==> src/rtl/rr_mux.sv <==
// N-channel registered mux with valid/ready on every port.
// The output channel is either picked by sel (mode 0) or by round-robin (mode 1).

module rr_mux_lane #(
  parameter int SELW = 2,
  parameter int IDX  = 0
) (
  input  logic            rst_n,
  input  logic            load_en,
  input  logic            gnt_vld,
  input  logic [SELW-1:0] gnt,
  output logic            ready
);
  assign ready = rst_n && load_en && gnt_vld && (gnt == SELW'(IDX));
endmodule

module rr_mux #(
  parameter  int N_CH = 4,
  parameter  int DW   = 8,
  localparam int SELW = $clog2(N_CH)
) (
  input  logic                 clk,
  input  logic                 rst_n,
  input  logic [N_CH-1:0]      in_valid,
  input  logic [N_CH*DW-1:0]   in_data,
  output logic [N_CH-1:0]      in_ready,
  input  logic                 mode,
  input  logic [SELW-1:0]      sel,
  output logic                 out_valid,
  output logic [DW-1:0]        out_data,
  output logic [SELW-1:0]      out_ch,
  input  logic                 out_ready
);

  logic            load_en;
  logic            gnt_vld;
  logic [SELW-1:0] gnt;
  logic [SELW-1:0] ptr;
  logic [SELW-1:0] cand;

  assign load_en = !out_valid || out_ready;

  // Mode 1 scans ptr+1 .. ptr (wrapping), so the last winner has lowest priority.
  always_comb begin
    gnt_vld = 1'b0;
    gnt     = '0;
    cand    = '0;
    if (!mode) begin
      if (int'(sel) < N_CH && in_valid[sel]) begin
        gnt_vld = 1'b1;
        gnt     = sel;
      end
    end else begin
      for (int k = 1; k <= N_CH; k++) begin
        cand = SELW'((int'(ptr) + k) % N_CH);
        if (!gnt_vld && in_valid[cand]) begin
          gnt_vld = 1'b1;
          gnt     = cand;
        end
      end
    end
  end

  for (genvar i = 0; i < N_CH; i++) begin : g_lane
    rr_mux_lane #(.SELW(SELW), .IDX(i)) u_lane (
      .rst_n   (rst_n),
      .load_en (load_en),
      .gnt_vld (gnt_vld),
      .gnt     (gnt),
      .ready   (in_ready[i])
    );
  end

  always_ff @(posedge clk or negedge rst_n) begin
    if (!rst_n) begin
      out_valid <= 1'b0;
      out_data  <= '0;
      out_ch    <= '0;
      ptr       <= SELW'(N_CH - 1);
    end else if (load_en) begin
      if (gnt_vld) begin
        out_valid <= 1'b1;
        out_data  <= in_data[gnt*DW +: DW];
        out_ch    <= gnt;
        if (mode) ptr <= gnt;
      end else begin
        out_valid <= 1'b0;
      end
    end
  end

endmodule

==> config.mk <==
export PLATFORM = sky130hd
export DESIGN_NAME = rr_mux
export DESIGN_NICKNAME = d
export VERILOG_FILES = /design/src/rtl/rr_mux.sv
export SDC_FILE = /design/constraint.sdc
export NUM_CORES = 1
export LEC_CHECK = 0
export ABC_AREA = 1
export CAP_MARGIN = 20
export CORE_MARGIN = 3
export CORE_UTILIZATION = 39
export CTS_BUF_LIST = sky130_fd_sc_hd__clkbuf_2 sky130_fd_sc_hd__clkbuf_4 sky130_fd_sc_hd__clkbuf_8
export DETAILED_ROUTE_END_ITERATION = 12
export GPL_ROUTABILITY_DRIVEN = 0
export GPL_TIMING_DRIVEN = 0
export PLACE_DENSITY = 0.76
export SETUP_SLACK_MARGIN = 0.2
export SLEW_MARGIN = 10
export SYNTH_ARGS = -nofsm -noshare
export SYNTH_HDL_FRONTEND = slang
export SYNTH_SLANG_ARGS = --single-unit
==> constraint.sdc <==
create_clock -name clk -period 2.6 [get_ports clk]
set_input_delay 0.65 -clock clk [delete_from_list [all_inputs] [get_ports clk]]
set_output_delay 0.65 -clock clk [all_outputs]
set_load 0.05 [all_outputs]
==> flow_metrics.env <==
export IMPL_status="finished, violations left"
export IMPL_violations="negative setup slack"
export IMPL_r2r_slack_ps=400
export IMPL_first_iter_violations=68
export IMPL_antenna_found_initial=0
export IMPL_hold_buffers=0
export IMPL_combPwrFrac_pct=80.5
export IMPL_finalPower_mw=2.51
export IMPL_hold_class="register to register"
export IMPL_drive_gt1_share_pct=31.9
export IMPL_dpl_instance_area_sq_um=1950
export IMPL_dp_slack_ps=-1350
export IMPL_ys_seq_area_share_pct=26.0
export IMPL_slowest_delay_ps=540
export IMPL_wl_per_cell_um=11.5
export IMPL_r2r_start="ptr[0]$_DFFE_PN1P_"
export IMPL_fin_crit_ps=2950
export IMPL_finalInstanceArea_sq_um=2250
export IMPL_multiInputGateArea_sq_um=937
export IMPL_drc_errors=0
export IMPL_syn2layout_area_growth_pct=78.8
export IMPL_synth_seq_cells=13
export IMPL_vias_per_cell=4.65
export IMPL_hold_viol=0
export IMPL_die_area_sq_um=3950
export IMPL_p_leak_nw=1.13
export IMPL_tritoncts="yes"
export IMPL_grt_pass1_wl_um=6440
export IMPL_use_met3_pct=1.62
export IMPL_crit_family="simple AND/OR/NAND/NOR gates"
export IMPL_die_h_um=62.8
export IMPL_grt_start_max_net_pins=15
export IMPL_nets=328
export IMPL_end_kind="output port"
export IMPL_final_cell_mix="96 x nand2_1, 47 x clkdlybuf4s50_1, 24 x nand2_2, 20 x nand3_1, 18 x buf_4"
export IMPL_worst_path_stages=16
export IMPL_grtUsageTotal_pct=20.1
export IMPL_cp_cell_sequence="buf_8, nand2_1, nand2_2, nand2_1, nand2_2, nand2_2, nand2_1, nand2_2, nand2_4, nand2_8, nand2_8, buf_12, inv_4, nor3_4, buf_6, buf_8"
export IMPL_path_max_fanout=8
export IMPL_synthArstFlopShare_pct=100
export IMPL_synth_cell_types=24
export IMPL_clock_path_buffers=2
export IMPL_wirelength_um=3760
export IMPL_cap_violations=0
export IMPL_setup_viol=4
export IMPL_power_density_nw_per_um2=1110
export IMPL_worst_pin_slew_ps=731
export IMPL_p_clk_share_pct=5.4
export IMPL_cts_sinks=13
export IMPL_io_buffers=56
export IMPL_synth_main_ff_cell="dfrtp_1"
export IMPL_insertion_delay_ps=280
export IMPL_power_frac_seq_pct=14.1
export IMPL_worstReg2RegEnd="out_data[3]$_DFFE_PN0P_"
export IMPL_swShare_pct=53.0
export IMPL_cpMostUsedCell="nand2_2"
export IMPL_synth_edf_count=0
export IMPL_netlist_area_sq_um=1260
export IMPL_use_met1_pct=26.9
export IMPL_cts_root_buf="clkbuf_4"
export IMPL_rows=19
export IMPL_ff2ff_path_depth=20
export IMPL_startpoint_type="register"
export IMPL_final_common_cell="nand2_1"
export IMPL_crit_slowest_cell="dfstp_2"
export IMPL_die_width_um=62.8
export IMPL_fin_crit_sh_pct=114
export IMPL_max_freq_mhz=339
export IMPL_rsz0062_at_grt="yes"
export IMPL_drv_slew=0
export IMPL_use_met2_pct=34.1
export IMPL_io_pin_count=57
export IMPL_skew_ps=5.40
export IMPL_syn_inst=207
export IMPL_path_buf_inv=5
export IMPL_ir_drop_mv=0.411
export IMPL_grt_pass1_vias=1431
export IMPL_min_delay_path_depth=2
export IMPL_cts_buffers=3
export IMPL_fillers=233
export IMPL_arrival_ps=2300
export IMPL_grt_ovfl_total=0
export IMPL_core_area_sq_um=2920
export IMPL_whs_ps=481
export IMPL_cp_required_ps=1950
export IMPL_firstDrtPassIters=5
export IMPL_diodes=0
export IMPL_syn_area_per_cell_sq_um=6.08
export IMPL_vias=1522
export IMPL_slew_headroom_pct=51.1
export IMPL_power_switching_mw=1.33
export IMPL_cell_internal_pwr_mw=1.18
export IMPL_setup_ws_ps=-352
export IMPL_hpwl_um=2770
export IMPL_hold_end="out_data[1]$_DFFE_PN0P_"
export IMPL_hp_start="out_data[1]$_DFFE_PN0P_"
export IMPL_ys_warn_count=0
export IMPL_h_tree_depth=1
export IMPL_antenna_left=0
export IMPL_start_util_pct=43.0
export IMPL_critical_path_class="register to output port"
export IMPL_grt_busiest_layer="met2"
export IMPL_final_seq_area_sq_um=328
export IMPL_clk_pin_slew_worst_paths_ps=80
export IMPL_syn_nets=249
-- power by group through the flow --
stage	logic (mW)	clock network, mW	registers [mW]
floorplan	0.958	0	0.619
global placement	1.62	0	0.358
detailed placement	1.64	0	0.359
CTS	1.91	0.134	0.349
global route	2.20	0.142	0.368
finish	2.02	0.136	0.353
-- logic make-up (layout without fill, tap and decap cells) --
| family | count (synthesis) | after routing | share of synthesized area [%] |
|---|---|---|---|
| buffers and inverters | 24 | 102 | 11.5 |
| AO/OA/AOI/OAI | 9 | 9 | 4.08 |
| AND/OR/NAND/NOR | 161 | 161 | 58.4 |
| flip-flops | 13 | 13 | 26.0 |
-- through the flow --
step	utilization (%)	setup TNS, ps	cells
final	77.0	-1360	327
after global routing	77.0	-1820	327
after CTS	74.5	-1240	323
after detailed placement	66.5	-5610	305
after global placement	66.5	-5460	305
after floorplan	-	0	207
-- layer usage --
| metal | part of all wire (%) | vias to the layer above |
|---|---|---|
| li1 | - | 799 |
| met1 | 46 | 673 |
| met2 | 47 | 43 |
| met3 | 4.5 | 7 |
| met4 | 1.8 | 0 |
| met5 | 0 | - |
-- registers in the layout, summed over array words and instances, names as in the netlist --
| signal | flops |
|---|---|
| out_ch | 2 |
| out_valid | 1 |
| out_data | 8 |
| ptr | 2 |
-- synthesized netlist by cell type (2+ instances only) --
| master | instances | area, sq um |
|---|---|---|
| inv_1 | 9 | 33.8 |
| buf_4 | 4 | 30.0 |
| dfstp_2 | 2 | 52.6 |
| dfrtp_1 | 11 | 275 |
| nand2_1 | 111 | 417 |
| nand3_1 | 22 | 110 |
| nor3_1 | 4 | 20.0 |
| nand3_2 | 2 | 20.0 |
| inv_4 | 2 | 12.5 |
| buf_6 | 2 | 22.5 |
| nand2_2 | 16 | 100 |
| inv_2 | 2 | 7.51 |
| nand2_8 | 2 | 40.0 |
| buf_2 | 3 | 15.0 |
| o21ai_0 | 6 | 30.0 |
-- worst register-to-register path: cells and delay by family, from the launching register on --
family | cells | cell delay (ps)
DFF | 1 | 540
buffers and inverters | 5 | 530
and+or+nand+nor | 15 | 1020
-- what timing repair did --
| item | in CTS | in global routing |
|---|---|---|
| endpoints found under the setup margin | 4 | 5 |
| setup buffers | 14 | 4 |
| pin swaps | 18 | 8 |
| cloned | 0 | 0 |
| gates resized for setup | 61 | 11 |
-- area by class of cell --
cell class | instances | area share, %
Multi-Input combinational cell | 170 | 41.6
Timing Repair Buffer | 74 | 31.9
Buffer | 10 | 5.17
Sequential cell | 13 | 14.6
Tap cell | 42 | 2.33
Inverter | 14 | 3.11
Clock buffer | 4 | 1.33
-- worst max path at each step --
stage	slack [ps]	endpoint	start
6_report	-350	in_ready[1]	ptr[0]$_DFFE_PN1P_
5_1_grt	-460	in_ready[3]	ptr[0]$_DFFE_PN1P_
4_1_cts	-320	in_ready[3]	ptr[0]$_DFFE_PN1P_
3_5_place_dp	-1350	in_ready[3]	in_valid[2]
3_3_place_gp	-1330	in_ready[3]	in_valid[2]
2_1_floorplan	100	in_ready[2]	ptr[0]$_DFFE_PN1P_
(Power assumes the default switching activity.)
